## config.mk

```make
export PLATFORM = sky130hd
export DESIGN_NAME = demux1to256_collector
export DESIGN_NICKNAME = d
export VERILOG_FILES = /design/src/rtl/demux_collect_pkg.sv /design/src/rtl/demux_onehot_dec.sv /design/src/rtl/demux1to256_collector.sv
export SDC_FILE = /design/constraint.sdc
export NUM_CORES = 1
export LEC_CHECK = 0
export ABC_CLOCK_PERIOD_IN_PS = 2200
export BUFFER_PORTS_ARGS = -buffer_cell sky130_fd_sc_hd__buf_4
export CORE_MARGIN = 2
export CORE_UTILIZATION = 55
export CTS_BUF_LIST = sky130_fd_sc_hd__clkbuf_8
export DETAILED_ROUTE_END_ITERATION = 7
export PLACE_DENSITY_LB_ADDON = 0.2
export SYNTH_ARGS = -nofsm -noshare
export SYNTH_HDL_FRONTEND = slang
export SYNTH_SLANG_ARGS = --single-unit
```

## constraint.sdc

```tcl
create_clock -name clk -period 2.2 [get_ports clk]
set_input_delay 0.22 -clock clk [delete_from_list [all_inputs] [get_ports clk]]
set_output_delay 0.22 -clock clk [all_outputs]
set_load 0.01 [all_outputs]
```

## src/rtl/demux_collect_pkg.sv

```systemverilog
// Shared definitions for the 1-to-N demultiplexing collector.
//   N_DEFAULT / SEL_W_DEFAULT : default vector width and index width.
//   collect_state_t           : collector FSM states.
package demux_collect_pkg;

  localparam int unsigned N_DEFAULT     = 256;
  localparam int unsigned SEL_W_DEFAULT = 8;

  typedef enum logic [1:0] {
    IDLE = 2'd0,
    FILL = 2'd1,
    DONE = 2'd2
  } collect_state_t;

endpackage : demux_collect_pkg

```

## src/rtl/demux_onehot_dec.sv

```systemverilog
// Combinational one-hot write-enable decoder.
//   sel_i    : bit index to enable.
//   en_i     : accept strobe; when low no enable is raised.
//   onehot_o : N-bit enable vector, at most one bit set.
module demux_onehot_dec #(
  parameter int unsigned N     = 256,
  parameter int unsigned SEL_W = $clog2(N)
) (
  input  logic [SEL_W-1:0] sel_i,
  input  logic             en_i,
  output logic [N-1:0]     onehot_o
);

  always_comb begin
    onehot_o = '0;
    if (en_i) begin
      onehot_o[sel_i] = 1'b1;
    end
  end

endmodule : demux_onehot_dec

```

## src/rtl/demux1to256_collector.sv

```systemverilog
// Sequential 1-to-N demultiplexer/collector. Each accepted 1-bit beat is
// written into one bit of a registered N-bit vector, addressed either by
// `sel` or by an internal auto-increment pointer. A frame ends after N
// accepted beats, signalled by a one-cycle frame_done pulse.
//   clk, rst_n  : clock, asynchronous active-low reset
//   start       : begins a frame from IDLE
//   clear       : synchronous clear of vector, counters and FSM
//   auto_mode   : 1 = write at internal pointer, 0 = write at sel
//   sel         : explicit target index
//   in_valid    : beat valid; in_bit : beat data; in_ready : accepting (FILL)
//   out_vec     : collected vector
//   frame_done  : pulse for one cycle after the Nth beat
//   busy        : high while in FILL
//   beat_cnt    : beats accepted in current frame (0..N)
//   vec_parity  : XOR of out_vec, present only when DEMUX_COLLECT_PARITY_EN
//                 is defined
module demux1to256_collector
  import demux_collect_pkg::*;
#(
  parameter int unsigned N     = N_DEFAULT,
  parameter int unsigned SEL_W = $clog2(N)
) (
  input  logic             clk,
  input  logic             rst_n,
  input  logic             start,
  input  logic             clear,
  input  logic             auto_mode,
  input  logic [SEL_W-1:0] sel,
  input  logic             in_valid,
  input  logic             in_bit,
  output logic             in_ready,
  output logic [N-1:0]     out_vec,
  output logic             frame_done,
  output logic             busy,
  output logic [SEL_W:0]   beat_cnt
`ifdef DEMUX_COLLECT_PARITY_EN
  ,
  output logic             vec_parity
`endif
);

  localparam int unsigned CNT_W = SEL_W + 1;

  collect_state_t   state_q, state_d;
  logic [SEL_W-1:0] ptr_q, ptr_d;
  logic [CNT_W-1:0] cnt_q, cnt_d;
  logic [N-1:0]     vec_q, vec_d;
  logic [SEL_W-1:0] idx;
  logic             accept;
  logic [N-1:0]     we;

  // clear suppresses the accept so a same-cycle beat never writes.
  assign accept = (state_q == FILL) && in_valid && !clear;
  assign idx    = auto_mode ? ptr_q : sel;

  demux_onehot_dec #(
    .N     (N),
    .SEL_W (SEL_W)
  ) u_dec (
    .sel_i    (idx),
    .en_i     (accept),
    .onehot_o (we)
  );

  always_comb begin
    state_d = state_q;
    ptr_d   = ptr_q;
    cnt_d   = cnt_q;
    vec_d   = (vec_q & ~we) | (we & {N{in_bit}});
    unique case (state_q)
      IDLE: begin
        if (start) begin
          state_d = FILL;
          ptr_d   = '0;
          cnt_d   = '0;
        end
      end
      FILL: begin
        if (accept) begin
          ptr_d = ptr_q + SEL_W'(1);
          cnt_d = cnt_q + CNT_W'(1);
          if (cnt_q == CNT_W'(N - 1)) begin
            state_d = DONE;
          end
        end
      end
      DONE:    state_d = IDLE;
      default: state_d = IDLE;
    endcase
    if (clear) begin
      state_d = IDLE;
      ptr_d   = '0;
      cnt_d   = '0;
      vec_d   = '0;
    end
  end

  always_ff @(posedge clk or negedge rst_n) begin
    if (!rst_n) begin
      state_q <= IDLE;
      ptr_q   <= '0;
      cnt_q   <= '0;
      vec_q   <= '0;
    end else begin
      state_q <= state_d;
      ptr_q   <= ptr_d;
      cnt_q   <= cnt_d;
      vec_q   <= vec_d;
    end
  end

`ifdef DEMUX_COLLECT_PARITY_EN
  logic par_q, par_d;

  // Incremental update: only the written bit can change the parity.
  always_comb begin
    par_d = par_q ^ (accept & (vec_q[idx] ^ in_bit));
    if (clear) begin
      par_d = 1'b0;
    end
  end

  always_ff @(posedge clk or negedge rst_n) begin
    if (!rst_n) begin
      par_q <= 1'b0;
    end else begin
      par_q <= par_d;
    end
  end

  assign vec_parity = par_q;
`endif

  assign in_ready   = (state_q == FILL);
  assign busy       = (state_q == FILL);
  assign frame_done = (state_q == DONE);
  assign out_vec    = vec_q;
  assign beat_cnt   = cnt_q;

endmodule : demux1to256_collector

```

; After elaboration in Yosys (flattened, before gate mapping)
; Index checks and enable logic that the tools add are counted.
[word_totals]
reg_bits = 275
wordCells = 44
output_inout_bits = 268
in_bits = 15
[classes]
n_eq_ne = 6
bitwise_logic = 4
n_lt_le_gt_ge = 2
reduce_logical = 8
addsub = 2
mux = 18
[ops]
columns = cell, count
row1 = 256-bit bitwise AND, 2
row2 = 256-bit 2-to-1 mux, 2
row3 = 256-bit NOT, 1
row4 = 256-bit bitwise OR, 1
row5 = 8-bit 2-to-1 mux, 4
row6 = 9-bit 2-to-1 mux, 3
row7 = 9-bit case mux with 2 select lines, 1
row8 = 8-bit case mux with 2 select lines, 1
row9 = "9-bit by 1-bit adder with 9-bit output, second input constant", 1
row10 = "9-bit by 8-bit == test with 1-bit output, second input constant", 1
row11 = "8-bit by 9-bit < comparator with 1-bit output, second input constant", 1
row12 = "8-bit by 1-bit adder with 8-bit output, second input constant", 1
row13 = 1-bit demux with 8-bit select, 1
row14 = "8-bit by 1-bit >= comparator with 1-bit output, second input constant", 1
row15 = 2-bit 2-to-1 mux, 4
row16 = "3-bit by 2-bit inequality test with 1-bit output, second input constant", 2
row17 = 3-bit AND reduction, 2
row18 = 2-bit case mux with 2 select lines, 1
row19 = 1-bit logical AND, 3
row20 = "3-bit inequality test, second input constant", 1
row21 = 3-bit nonzero test, 1
row22 = "2-bit by 1-bit == test with 1-bit output, second input constant", 1
row23 = "2-bit == test, second input constant", 1
row24 = 2-bit logical NOT, 1
row25 = 2 further kinds, 2

; Longest topological paths before layout
; Gate-level depths: netlist (run 1).
[logic_depth]
ltp_word = 10
mapped_depth = 7
depth_no_buf = 7

; By module
; From an unflattened synthesis (run 1), not the netlist that was laid out.
[hier_totals]
cells_unflattened = 1323
area_unflattened_um2 = 13534.2
[modules_own_cells]
columns = mod, cells_per_inst, area_each_um2, instances
row1 = demux1to256_collector, 934, 11289.6, 1
row2 = demux_onehot_dec, 389, 2244.7, 1

; Least setup slack after synthesis (run 1)
; Ideal clock, no wire load.
[synth_timing]
path_type = reg2reg
from = register ptr_q[5]
to = register vec_q[141] (netlist: out_vec[141])
setup_slack_ns = 0.448
n_path_buf = 2
stages_incl_launch_ff = 7
setup_time_ns = 0.137
arrival_ns = 1.615
required_ns = 2.063
cell_sequence = dfrtp_1 -> clkbuf_1 -> or3b_4 -> a22oi_4 -> buf_6 -> nand2_1 -> mux2i_1
[synth_via]
elab_chain_cells = 10
word_cells_on_any_way = 12
classes_between = order compare (2) / mux (5) / bitwise (4) / reduce/logical (1)
[synth_rtl]
columns = element, line
row1 = "start, declared", demux1to256_collector.sv:45  ; logic [SEL_W-1:0] ptr_q, ptr_d;
row2 = "start signal, assigned", demux1to256_collector.sv:106  ; ptr_q <= ptr_d;
row3 = 8-bit 2-to-1 mux *, demux1to256_collector.sv:54  ; assign idx = auto_mode ? ptr_q : sel;
row4 = 8-bit by 9-bit < comparator with 1-bit output (not written as such) or 8-bit by 1-bit >= comparator with 1-bit output (tied branches), demux_onehot_dec.sv:17  ; onehot_o[sel_i] = 1'b1;
row5 = 1-bit logical AND (not written as such), demux_onehot_dec.sv:17
row6 = 1-bit 2-to-1 mux (not written as such), demux_onehot_dec.sv:17
row7 = 1-bit demux with 8-bit select *, -
row8 = 256-bit 2-to-1 mux *, demux_onehot_dec.sv:16  ; if (en_i) begin
row9 = 256-bit NOT, demux1to256_collector.sv:69  ; vec_d = (vec_q & ~we) | (we & {N{in_bit}});
row10 = 256-bit bitwise AND, demux1to256_collector.sv:69
row11 = 256-bit bitwise OR *, demux1to256_collector.sv:69
row12 = 256-bit 2-to-1 mux *, demux1to256_collector.sv:90  ; if (clear) begin
row13 = via vec_d[141], demux1to256_collector.sv:47  ; logic [N-1:0] vec_q, vec_d;
row14 = "end signal, assigned", demux1to256_collector.sv:108  ; vec_q <= vec_d;
row15 = "end, declared", demux1to256_collector.sv:47
; The timed path passes the listed nets; every way through them passes the cells marked *.
; A chain may end at the register's enable or synchronous reset.

; Worst setup path in the final report (run 1)
[layout_timing]
from = register ptr_q[3]
to = register vec_q[194] (netlist: out_vec[194])
; The elaborated chain is that of the path after synthesis.

==> out/metrics.cfg, run 1 <==
[status]
outcome = completed

[floorplan]
ios = 283
dieArea_um2 = 27800
die_w_um = 167
coreArea_um2 = 26000
die_y_um = 167
num_rows = 59
start_util_pct = 56.0

[clock_tree]
numClockSinks = 275
cts_root_buf = clkbuf_8
ctsLongestPathBuffers = 3
clk_pin_slew_ns = 0.06
htreeDepth = 2
ctsHoldBuffers = 4
cts_made_buffers = 47
cts_tree = built
worstSkewPairLatency_ns = 0.58
cts_resized = 0
post-cts-setup-buffer-count = 0

[placement]
dp_hpwl_um = 26600
io_buffer_count = 282
place_congestion = 0.826

[routing]
viasPerCell = 5.48
antenna_left = 0
drc = 0
wl_um = 41000
wl_per_cell_um = 20.8
drt_iter0_drc = 961
dr.pass1.iters = 5
vias = 10800

[timing]
clock_skew_ns = 0.0122
finalCriticalPeriod_ns = 2.00
maxSlewHeadroom_pct = 52.9
rsz0062_at_grt = no
drv_slew = 0
fmax_mhz = 500
final-setup-viol-count = 0
worst_slew_pin_slew_ns = 0.706
period_share_pct = 90.9
setup_tns_ns = 0
finalHoldViolCount = 0

[pwr]
p_seq_share_pct = 47.8
clockPowerShare_pct = 46.2
power_frac_comb_pct = 6.0
p_per_area_nw_per_um2 = 585
p_sw_share_pct = 24.2
p_int_uw = 8050
switchingPower_uw = 2560
p_leak_uw = 0.00995
ir_drop_uv = 455

[logic_synthesis]
ys_seq_elements = 275
synthTopCellsByArea = dfrtp_1 (47%), mux2i_1 (18%), nand2b_1 (11%), nand2_2 (4.0%), nand2_1 (3.9%)
ys.flop_type = dfrtp_1
syn_area_um2 = 14600
synth_edf_count = 0
syn_area_per_cell_um2 = 11.2
seq_area_frac_synth_pct = 47.3
synth_top_area_share_pct = 47.3
synthCells = 1300
yosys_warnings = 0
synthesis.nets = 1318
ys_types = 45
synth_top_area_cell = dfrtp_1
ys_async_sr_fraction_pct = 100

[setup_path]
max_stage_delay_ns = 0.52
start_kind = flip-flop
reg2reg_slack_ns = 0.20
critPathMaxFanout = 8
crit_start = ptr_q[3]
ff2ff_path_depth = 5
crit_required_ns = 2.64
crit_slowest_cell = or3b_4
critPathKind = flip-flop to flip-flop
endpoint = out_vec[194]
crit_arrival_ns = 2.44
cp-end-kind = flip-flop
path_cells = or3b_4 > a221oi_4 > buf_4 > nand2_1 > mux2i_1
r2r-end = out_vec[194]
reg2reg_from = ptr_q[3]

[layout]
antennaDiodeCount = 0
layout-drive-gt1-share_pct = 35.0
nNetsFinal = 1614
utilization_pct = 69.8
nFillCells = 1951
syn_to_final_growth_pct = 24.7

[global_route]
grt_pass1_wl_um = 64100
gr-total-overflow = 0
grt_pass1_vias = 11037
grt_start_max_net_pins = 199
antenna_found_initial = 0
grt_usage_pct = 29.2

[flow_run]
drv_cap = 0

[hold_path]
hp-class = primary input to flip-flop

## final cells by class
type	count	area [µm²]	area share (%)
Inverter	3	11.3	0.0620
Tap cell	335	419	2.31
Timing Repair Buffer	347	2750	15.1
Multi-Input combinational cell	922	7060	38.9
Clock inverter	22	119	0.655
Clock buffer	66	908	5.00
Sequential cell	275	6880	37.9
## state kept, by name (all words and copies together), names as in the netlist
name and flops:
out_vec 256, beat_cnt 9, ptr_q 8, state_q 2
## cells by family (layout without fill, tap and decap cells)
group | Yosys count | in the layout | share of synthesized area, %
buffers and inverters | 103 | 438 | 4.33
and+or+nand+nor | 592 | 592 | 23.7
muxes | 258 | 258 | 17.8
AOI/OAI and AO/OA | 69 | 69 | 6.64
DFF | 275 | 275 | 47.3
adders and majority gates | 3 | 3 | 0.258
## metal layers
metal | wire length (µm) | GRT usage, % | up-vias
li1 | - | - | 4958
met4 | 1430 | 10.1 | 0
met5 | 0 | 0 | -
met2 | 19100 | 45.8 | 356
met1 | 17700 | 39.8 | 5404
met3 | 2820 | 7.51 | 82
## worst max-delay path, delay by kind of cell (launching register included)
kind,cells,cell delay (ns)
AND/OR/NAND/NOR,2,0.59
AO/OA/AOI/OAI,1,0.43
buffers and inverters,1,0.23
multiplexers,1,0.13
flip-flops,1,0.49
## cells in the mapped netlist, types with 4 or more instances
cell and n:
a21oi_1 5, nand4_1 22, a221oi_4 16, or3_4 4, or3b_4 12, a22oi_4 15, buf_6 20, o21ai_0 22
buf_2 5, nand3_1 14, dfrtp_1 275, nor2_1 8, nand2_1 153, buf_4 9, nand2b_1 257, mux2i_1 257
clkbuf_1 61, nand2_2 93, nand3b_2 8, and3_1 4
## stage by stage
step	setup slack (ns)	total power, µW	instance area, µm²	hold slack, ns	cells
final	0.200	10600	18100	0.0791	1970
after global routing	0.119	11000	18100	0.0826	1970
after CTS	0.228	10700	18100	0.0746	1970
after detailed placement	0.158	5800	17100	0.201	1878
after global placement	0.224	5800	17100	0.205	1878
after floorplan	0.448	5540	14600	-0.0756	1300
## worst min path at each step
stage           from      endpoint  slack, ns  cells past startpoint
5_1_grt        clear   out_vec[34]       0.08                      3
3_5_place_dp   rst_n  out_vec[253]       0.20                      1
3_3_place_gp   rst_n  out_vec[253]       0.20                      1
6_report       clear    out_vec[2]       0.08                      3
4_1_cts        clear  out_vec[210]       0.07                      3
2_1_floorplan  rst_n   beat_cnt[0]      -0.08                      0
## power by group through the flow
stage	sequential [µW]	combinational, µW	clock, µW
final	5070	642	4900
after global routing	5070	694	5230
after CTS	5070	645	4990
after detailed placement	5160	638	0
after global placement	5160	636	0
after floorplan	5160	374	0
## placed cells by master (no fill, tap or decap), types with 4 or more instances in the layout
cell / instances
nand2_2: 93
nand3b_2: 8
buf_12: 10
a21oi_1: 5
nor2_1: 8
dlygate4sd3_1: 4
mux2i_1: 257
clkbuf_8: 66
dfrtp_1: 275
nand2b_1: 256
and3_1: 4
nand3_1: 14
a22oi_4: 15
nand4_1: 22
buf_4: 332
inv_1: 21
or3b_4: 12
a221oi_4: 17
or3_4: 4
nand2_1: 153
o21ai_0: 22
No activity file was read; power rests on OpenSTA's default activity.
==> run 2, diff against run 1 <==
--- a/config.mk
+++ b/config.mk
@@ -5,10 +5,10 @@
 export SDC_FILE = /design/constraint.sdc
 export NUM_CORES = 1
 export LEC_CHECK = 0
-export ABC_CLOCK_PERIOD_IN_PS = 2200
+export ABC_CLOCK_PERIOD_IN_PS = 1700
 export BUFFER_PORTS_ARGS = -buffer_cell sky130_fd_sc_hd__buf_4
 export CORE_MARGIN = 2
-export CORE_UTILIZATION = 55
+export CORE_UTILIZATION = 52
 export CTS_BUF_LIST = sky130_fd_sc_hd__clkbuf_8
 export DETAILED_ROUTE_END_ITERATION = 7
 export PLACE_DENSITY_LB_ADDON = 0.2
==> constraint.sdc (replaced) <==
create_clock -name clk -period 1.7 [get_ports clk]
set_input_delay 0.17 -clock clk [delete_from_list [all_inputs] [get_ports clk]]
set_output_delay 0.17 -clock clk [all_outputs]
set_load 0.01 [all_outputs]
==> run 2 against run 1 <==
The run now ends with negative setup slack left. Worst hold slack better by 0.042 ns. Register-to-register slack worse by 0.38 ns. Sequential power increased by 29%. Sequential share of layout area down 3.9 points. Via count is 6.0% higher. Sequential cell count is the same. Clock-buffer cell count unchanged. Setup slack worse by 0.38 ns. Critical path depth is 3 higher. Critical path type unchanged.
==> out/metrics.cfg, run 2 (same netlist as run 1, synthesis figures left out) <==
[global_route]
grt_pass1_vias = 11287
grt_start_max_net_pins = 93
grt_usage_pct = 29.4
gr-total-overflow = 0
antenna_found_initial = 0
grt_pass1_wl_um = 66500

[layout]
layout-drive-gt1-share_pct = 44.3
antennaDiodeCount = 0
syn_to_final_growth_pct = 38.9
final_cells = 2109
nFillCells = 1951
nNetsFinal = 1710
final_common_cell = buf_4
layout_common_cells = buf_4 (351), dfrtp_1 (273), mux2i_1 (257)
largest_reg_flops = 256

[pwr]
p_leak_uw = 0.0117
ir_drop_uv = 525
p_per_area_nw_per_um2 = 683

[timing]
rsz0062_at_grt = yes
fin_ws_ns = -0.183
finalCriticalPeriod_ns = 1.88
finalHoldViolCount = 0
worst_slew_pin_slew_ns = 0.566
drv_slew = 0
final-setup-viol-count = 224
fmax_mhz = 531
maxSlewHeadroom_pct = 62.3
period_share_pct = 111
clock_skew_ns = 0.0282

[clock_tree]
ctsLongestPathBuffers = 3
worstSkewPairLatency_ns = 0.57
htreeDepth = 2
cts_made_buffers = 47
clk_pin_slew_ns = 0.06
numClockSinks = 275
cts_root_buf = clkbuf_8
cts_tree = built

[placement]
dp_hpwl_um = 28500
dp_slack_ns = -0.274
place_inst = 1988
place_congestion = 0.888
io_buffer_count = 282

[floorplan]
num_rows = 61
coreArea_um2 = 27700
die_y_um = 171
start_util_pct = 52.5
die_w_um = 171
dieArea_um2 = 29300
ios = 283

[routing]
antenna_left = 0
drt_iter0_drc = 861
dr.pass1.iters = 5
wl_um = 44900
drc = 0
vias = 11452
wl_per_cell_um = 21.3
viasPerCell = 5.43

[setup_path]
start_kind = flip-flop
crit_required_ns = 2.12
critPathMaxFanout = 7
cp-end-kind = flip-flop
reg2reg_slack_ns = -0.18
crit_arrival_ns = 2.31
critPathKind = flip-flop to flip-flop

[flow_run]
drv_cap = 0

[status]
violations = negative setup slack
outcome = finished, violations left

[hold_path]
hp-class = primary input to flip-flop

-- run 2: cell types whose count changed in the layout (fill, tap and decap cells not counted), moves of 3 or more --
cell / delta
nand3b_4: +3
buf_8: +4
nand2_1: -89
nand2_4: +62
nand2_2: +27
clkbuf_16: +3
buf_12: +38
nand3b_2: -3
buf_6: +30
buf_4: +19
-- run 2: metal layers --
metal,vias up,wire length [µm],GRT usage (%)
met3,87,3000,6.95
met4,0,1620,11.8
li1,5145,-,-
met5,-,0,0
met1,5807,18900,39.5
met2,413,21400,46.2
-- run 2: per-stage QoR --
stage / hold WS, ns / TNS [ns] / area [µm²] / total power, µW / util [%]
after floorplan: -0.126 / -2.25 / 14600 / 7170 / -
after CTS: 0.102 / -9.37 / 19700 / 13900 / 71.3
after detailed placement: 0.170 / -21.40 / 18100 / 7640 / 65.3
final: 0.121 / -22.51 / 20200 / 13800 / 73.0
after global routing: 0.117 / -31.09 / 20200 / 14300 / 73.0
after global placement: 0.172 / -16.74 / 18100 / 7640 / 65.3
-- run 2: final timing paths --
check	startpoint	to	cells past startpoint
max	ptr_q[1]	out_vec[21]	8
min	clear	state_q[1]	4
max reg2reg	ptr_q[1]	out_vec[21]	8
min reg2reg	beat_cnt[7]	beat_cnt[7]	1
max in group asynchronous	rst_n	out_vec[87]	3
min in group asynchronous	rst_n	beat_cnt[5]	2
-- run 2: critical path, cell delays in order, from the launching register on --
cell and delay, ns:
dfrtp_1 0.43, buf_6 0.15, nand3b_4 0.19, buf_6 0.16, a221oi_4 0.28, buf_6 0.17
buf_12 0.16, nand2_2 0.06, mux2i_1 0.12
-- run 2: cell type report --
type / instances / area, µm² / area share (%)
Clock inverter: 22 / 95.1 / 0.470
Clock buffer: 66 / 908 / 4.49
Multi-Input combinational cell: 922 / 7670 / 37.9
Tap cell: 378 / 473 / 2.34
Sequential cell: 275 / 6880 / 34.0
Inverter: 3 / 11.3 / 0.0557
Timing Repair Buffer: 443 / 4180 / 20.7
-- run 2: power breakdown --
part / internal [µW] / switching (µW)
Sequential: 6550 / 6.17
Clock: 3440 / 2770
Combinational: 406 / 636
Total: 10400 / 3410
-- run 2: repair_timing --
action	in CTS	in global routing
gates resized for setup	90	97
setup endpoints to repair	212	250
cloned	3	3
pin swaps	14	20
buffers inserted	21	6
endpoints found under the hold margin	244	0
hold buffers	4	0
